==> src/rtl/serial_adder_pkg.sv <==
// Shared types for the digit-serial adder: FSM state encoding and
// a parameter-legality check used at elaboration time.
package adder_pkg;

   typedef enum logic [1:0] {
      IDLE,
      RUN,
      DONE
   } state_t;

   function automatic bit params_ok(input int w, input int d);
      return (w >= 1) && (d >= 1) && (d <= w) && ((w % d) == 0);
   endfunction

endpackage

==> src/rtl/serial_adder_if.sv <==
// Operand/result handshake bundle for serial_adder.
// The ovf signal exists only when SERIAL_ADDER_OVF_EN is defined.
interface serial_adder_if #(
   parameter int WIDTH = 8
);

   logic             in_valid;
   logic             in_ready;
   logic [WIDTH-1:0] a;
   logic [WIDTH-1:0] b;
   logic             cin;
   logic             out_valid;
   logic             out_ready;
   logic [WIDTH-1:0] s;
   logic             c;
`ifdef SERIAL_ADDER_OVF_EN
   logic             ovf;

   modport master (
      output in_valid, a, b, cin, out_ready,
      input  in_ready, out_valid, s, c, ovf
   );
   modport slave (
      input  in_valid, a, b, cin, out_ready,
      output in_ready, out_valid, s, c, ovf
   );
`else
   modport master (
      output in_valid, a, b, cin, out_ready,
      input  in_ready, out_valid, s, c
   );
   modport slave (
      input  in_valid, a, b, cin, out_ready,
      output in_ready, out_valid, s, c
   );
`endif

endinterface

==> src/rtl/serial_adder_digit_adder.sv <==
// Combinational DIGIT-bit ripple adder built from full adders.
// Also exposes the carry into the top bit for overflow detection.
module digit_adder #(
   parameter int DIGIT = 2
) (
   input  logic [DIGIT-1:0] i_a,
   input  logic [DIGIT-1:0] i_b,
   input  logic             i_cin,
   output logic [DIGIT-1:0] o_s,
   output logic             o_c,
   output logic             o_cmsb
);

   logic [DIGIT:0] w_cy;

   assign w_cy[0] = i_cin;

   for (genvar i = 0; i < DIGIT; i++) begin : g_fa
      assign o_s[i]     = i_a[i] ^ i_b[i] ^ w_cy[i];
      assign w_cy[i+1]  = (i_a[i] & i_b[i])
                        | (w_cy[i] & (i_a[i] ^ i_b[i]));
   end

   assign o_c    = w_cy[DIGIT];
   assign o_cmsb = w_cy[DIGIT-1];

endmodule

==> src/rtl/serial_adder.sv <==
// Digit-serial adder: DIGIT bits per clock through one reused ripple stage.
// Define SERIAL_ADDER_OVF_EN to add the signed-overflow output.
module serial_adder
   import adder_pkg::*;
#(
   parameter int WIDTH = 8,
   parameter int DIGIT = 2
) (
   input  logic          clk,
   input  logic          rst,
   serial_adder_if.slave bus
);

   localparam int NDIG = WIDTH / DIGIT;
   localparam int CW   = (NDIG > 1) ? $clog2(NDIG) : 1;
   localparam int SH   = WIDTH - DIGIT;

   if (!params_ok(WIDTH, DIGIT)) begin : g_bad_params
      $error("serial_adder: DIGIT must divide WIDTH");
   end

   state_t           r_state;
   state_t           w_next;
   logic [WIDTH-1:0] r_a;
   logic [WIDTH-1:0] r_b;
   logic [WIDTH-1:0] r_s;
   logic             r_carry;
   logic [CW-1:0]    r_cnt;
   logic             w_last;
   logic             w_accept;
   logic             w_in_ready;
   logic             w_out_valid;
   logic [DIGIT-1:0] w_ds;
   logic             w_dc;
   logic             w_cmsb;
   logic [WIDTH-1:0] w_snext;

   digit_adder #(.DIGIT(DIGIT)) u_digit (
      .i_a   (r_a[DIGIT-1:0]),
      .i_b   (r_b[DIGIT-1:0]),
      .i_cin (r_carry),
      .o_s   (w_ds),
      .o_c   (w_dc),
      .o_cmsb(w_cmsb)
   );

   assign w_last   = (r_cnt == CW'(NDIG - 1));
   assign w_accept = (r_state == IDLE) && bus.in_valid;
   // New digit enters at the MSB end; after NDIG shifts it is in place.
   assign w_snext  = (r_s >> DIGIT) | (WIDTH'(w_ds) << SH);

   always_ff @(posedge clk or posedge rst) begin
      if (rst) begin
         r_state <= IDLE;
      end else begin
         r_state <= w_next;
      end
   end

   always_comb begin
      w_next      = r_state;
      w_in_ready  = 1'b0;
      w_out_valid = 1'b0;
      unique case (r_state)
         IDLE: begin
            w_in_ready = 1'b1;
            if (bus.in_valid) w_next = RUN;
         end
         RUN: begin
            if (w_last) w_next = DONE;
         end
         DONE: begin
            w_out_valid = 1'b1;
            if (bus.out_ready) w_next = IDLE;
         end
         default: w_next = IDLE;
      endcase
   end

   always_ff @(posedge clk or posedge rst) begin
      if (rst) begin
         r_a     <= '0;
         r_b     <= '0;
         r_s     <= '0;
         r_carry <= 1'b0;
         r_cnt   <= '0;
      end else if (w_accept) begin
         r_a     <= bus.a;
         r_b     <= bus.b;
         r_carry <= bus.cin;
         r_cnt   <= '0;
      end else if (r_state == RUN) begin
         r_a     <= r_a >> DIGIT;
         r_b     <= r_b >> DIGIT;
         r_s     <= w_snext;
         r_carry <= w_dc;
         r_cnt   <= r_cnt + CW'(1);
      end
   end

`ifdef SERIAL_ADDER_OVF_EN
   logic r_ovf;

   always_ff @(posedge clk or posedge rst) begin
      if (rst) begin
         r_ovf <= 1'b0;
      end else if (r_state == RUN && w_last) begin
         r_ovf <= w_cmsb ^ w_dc;
      end else if (r_state == DONE && bus.out_ready) begin
         r_ovf <= 1'b0;
      end
   end

   assign bus.ovf = r_ovf;
`else
   logic w_unused_cmsb;
   assign w_unused_cmsb = w_cmsb;
`endif

   assign bus.in_ready  = w_in_ready;
   assign bus.out_valid = w_out_valid;
   assign bus.s         = r_s;
   assign bus.c         = r_carry;

endmodule

==> src/flat_wrapper.sv <==
// flat-port wrapper written by rule: the top's interface ports become plain ports
module serial_adder_flat import adder_pkg::*;
#(
   parameter int WIDTH = 8,
   parameter int DIGIT = 2
)
  (clk, rst, bus_in_valid, bus_a, bus_b, bus_cin, bus_out_ready, bus_in_ready, bus_out_valid, bus_s, bus_c);
  serial_adder_if #(.WIDTH(WIDTH)) bus_i ();
  input  logic clk;
  input  logic rst;
  input wire logic [$bits(bus_i.in_valid)-1:0] bus_in_valid;
  input wire logic [$bits(bus_i.a)-1:0] bus_a;
  input wire logic [$bits(bus_i.b)-1:0] bus_b;
  input wire logic [$bits(bus_i.cin)-1:0] bus_cin;
  input wire logic [$bits(bus_i.out_ready)-1:0] bus_out_ready;
  output wire logic [$bits(bus_i.in_ready)-1:0] bus_in_ready;
  output wire logic [$bits(bus_i.out_valid)-1:0] bus_out_valid;
  output wire logic [$bits(bus_i.s)-1:0] bus_s;
  output wire logic [$bits(bus_i.c)-1:0] bus_c;
  assign bus_i.in_valid = bus_in_valid;
  assign bus_i.a = bus_a;
  assign bus_i.b = bus_b;
  assign bus_i.cin = bus_cin;
  assign bus_i.out_ready = bus_out_ready;
  assign bus_in_ready = bus_i.in_ready;
  assign bus_out_valid = bus_i.out_valid;
  assign bus_s = bus_i.s;
  assign bus_c = bus_i.c;
  serial_adder #(.WIDTH(WIDTH), .DIGIT(DIGIT)) u_core (.clk(clk), .rst(rst), .bus(bus_i));
endmodule
==> config.mk <==
export PLATFORM = sky130hd
export DESIGN_NAME = serial_adder_flat
export DESIGN_NICKNAME = d
export VERILOG_FILES = /design/src/rtl/serial_adder_pkg.sv /design/src/rtl/serial_adder_if.sv /design/src/rtl/serial_adder_digit_adder.sv /design/src/rtl/serial_adder.sv /design/src/flat_wrapper.sv
export SDC_FILE = /design/constraint.sdc
export NUM_CORES = 1
export LEC_CHECK = 0
export CORE_MARGIN = 3
export CORE_UTILIZATION = 40
export DETAILED_ROUTE_END_ITERATION = 6
export DONT_BUFFER_PORTS = 1
export HOLD_SLACK_MARGIN = 0.15
export PLACE_DENSITY = 0.58
export RECOVER_POWER = 100
export SYNTH_ARGS = -nofsm -noshare
export SYNTH_HDL_FRONTEND = slang
export SYNTH_HIERARCHICAL = 1
export SYNTH_SLANG_ARGS = --single-unit
==> constraint.sdc <==
create_clock -name clk -period 1.95 [get_ports clk]
set_input_delay 0.195 -clock clk [delete_from_list [all_inputs] [get_ports clk]]
set_output_delay 0.195 -clock clk [all_outputs]
set_load 0.01 [all_outputs]
==> flow_summary_export.csv <==
group,metric,value,unit
status,status,"finished clean",
timing,hold_viol_final,0,
power,p_leak,0.7395,nW
timing,clock_skew,0.003314,ns
floorplanning,die-area,4346,µm²
global_routing,grt_usage,15.28,%
power,p_seq_share,43.8,%
layout,layout-area-overhead-vs-synth,16.90,%
global_routing,overflow,0,
critical_path,slowest_stage,"dfrtp_1",
placement,portBuffers,0,
clock_network,postCtsHoldBufs,17,
critical_path,cp_max_fo,3,
floorplanning,core,3390,µm²
layout,fillCellCount,327,
critical_path,crit_path_frequent_cell,"fa_1",
routing,drt.antenna.violating_nets,0,
routing,drt-pass1-iter-count,4,
clock_network,path_clk_slew,0.09,ns
placement,place_congestion,0.7271,
critical_path,slowest_delay,0.45,ns
floorplanning,start_util,42.38,%
yosys,ys_seq_area_share,50.52,%
critical_path,path_cells,"fa_1 -> fa_1 -> mux2_1",
yosys,ys_warn_count,6,
layout,drive_above_1_share,10.27,%
routing,wl_per_cell,15.15,µm
clock_network,post_cts_buffers,0,
floorplanning,fp.dieH,65.93,µm
routing,drt-initial-drc-count,41,
yosys,avgSynthCellArea,11.58,µm²
layout,fin_cells,192,
timing,drv_slew,0,
clock_network,cts_tree,"built",
timing,fin_crit_sh,87.53,%
layout,final_cell_mix,"29 x dfrtp_1, 18 x inv_1, 17 x dlygate4sd3_1, 11 x nor2_1",
global_routing,grt_pass1_vias,1066,
routing,wl,2909,µm
timing,fmax,0.5859,GHz
min_path,worst_hold_path_type,"primary input to flip-flop",
placement,place_inst,167,
clock_network,cts_buffer_depth,2,
power,clkPwrFrac,16.0,%
clock_network,post_cts_resized,0,
timing,final-setup-viol-count,0,
clock_network,cts_num_sinks,29,
yosys,synth_cells,124,
critical_path,end_kind,"flip-flop",
layout,diodes,0,
run,drv_cap,0,
floorplanning,die_x,65.93,µm
power,sw_frac_of_total,38.33,%
critical_path,cp.required,2.17,ns
yosys,synth_top_cell_area_share,50.52,%
clock_network,clock-root-buffer,"clkbuf_4",
critical_path,cp-start-kind,"flip-flop",
yosys,synth_top_cell_by_area,"dfrtp_1",
timing,slew_headroom,52.57,%
power,power.density,1564,nW/µm²
power,vdd_ir_drop_max,593.6,µV
timing,min_period,1.707,ns
critical_path,critical_path_class,"flip-flop to flip-flop",
timing,fin_tns_setup,0,ns
yosys,synth_area_leaders,"dfrtp_1 51%, mux2_1 6.3%, nor4b_1 6.1%",
timing,worst_pin_slew,0.7114,ns
power,switchingPower,0.001007,W
clock_network,cts_buffers,5,
placement,dpl.hpwl,1864,µm
routing,drc,0,
clock_network,clk_latency,0.33,ns
routing,vias,1003,
layout,nets,169,
yosys,syn_area,1436,µm²
yosys,synth_fp_nets,148,
clock_network,htree_levels,2,
global_routing,grt_max_degree,30,
yosys,ys_seq_elements,29,
global_routing,antenna_found_initial,0,
floorplanning,num_rows,21,
yosys,synth_cell_types,24,
floorplanning,ios,32,
critical_path,arrival,1.92,ns
power,p_comb_share,40.3,%
routing,viasPerCell,5.224,
global_routing,grt_pass1_wl,4850,µm
power,internal-power,0.001620,W
layout,layout_commonest_cell,"dfrtp_1",
timing,grt_setup_unrepaired,"no",
## synth_stat cells, drive strengths merged
library cell / count
buf: 10
mux2: 9
fa: 2
o21bai: 1
a222oi: 3
nand2b: 2
nor2b: 5
a32o: 2
nor2: 11
ha: 1
dfrtp: 29
a221oi: 10
or2: 1
a21oi: 1
inv: 18
o221ai: 2
clkbuf: 1
nor4b: 10
nand3b: 2
nand2: 2
a22o: 2
## flip-flops by register name (all words and copies together) (netlist names)
signal and count:
u_core/bus.s 8, u_core/r_a 8, u_core/r_b 8, u_core/bus.c 1
u_core/r_state 2, u_core/r_cnt 2
## cells by family after synthesis
family	synth area share (%)
AO/OA/AOI/OAI	14.98
adder cells (fa/ha/maj)	3.659
buffers and inverters	9.755
flip-flops	50.52
multiplexers	7.056
AND/OR/NAND/NOR	14.02
## through the flow
step,setup slack (ns),util [%],cell area [µm²],total power [W],hold WS [ns]
6_report,0.2432,49.54,1679,0.002627,0.1611
5_1_grt,0.1429,49.54,1679,0.002867,0.1773
4_1_cts,0.2262,50.79,1722,0.002764,0.1587
3_5_place_dp,0.2317,43.71,1481,0.002311,0.1854
3_3_place_gp,0.2963,43.71,1481,0.002256,0.1796
2_1_floorplan,0.3154,-,1436,0.002076,0.2731
## final timing paths
check,from,depth (start not counted),endpoint,slack (ns)
hold / removal,bus_a[1],2,u_core/r_a[1],0.16
max in group asynchronous,rst,3,u_core/r_a[1],1.00
hold reg to reg,u_core/r_b[6],1,u_core/r_b[6],0.50
setup reg to reg,u_core/bus.c,3,u_core/bus.s[7],0.24
min in group asynchronous,rst,3,u_core/r_cnt[0],0.49
setup / recovery,u_core/bus.c,3,u_core/bus.s[7],0.24
## per-layer routing
layer	track usage (%)	share of wire [%]	vias up
li1	-	-	483
met1	16.79	40	488
met2	25.53	52	26
met3	6.293	6.7	6
met4	6.995	1.9	0
met5	0	0	-
## final cells by class
cell class / instances / area (µm²) / share of cell area [%]
Clock buffer: 7 / 65.06 / 3.875
Clock inverter: 1 / 5.005 / 0.2981
Inverter: 18 / 67.56 / 4.024
Multi-Input combinational cell: 66 / 544.3 / 32.41
Sequential cell: 29 / 725.7 / 43.22
Tap cell: 46 / 57.56 / 3.428
Timing Repair Buffer: 25 / 214.0 / 12.74
## worst max-delay path: cells and delay by family (launching register included)
family,cells,cell delay [ns]
fa+ha+maj,2,0.86
flops,1,0.45
mux,1,0.29
## power groups by stage
stage / logic (W) / clock network [W] / registers [W]
floorplan: 0.000973 / 0 / 0.00110
global placement: 0.00110 / 0 / 0.00116
detailed placement: 0.00114 / 0 / 0.00117
CTS: 0.00117 / 0.000433 / 0.00116
global route: 0.00121 / 0.000464 / 0.00119
finish: 0.00106 / 0.000419 / 0.00115
Note: power is estimated with default switching activity, not from simulation.
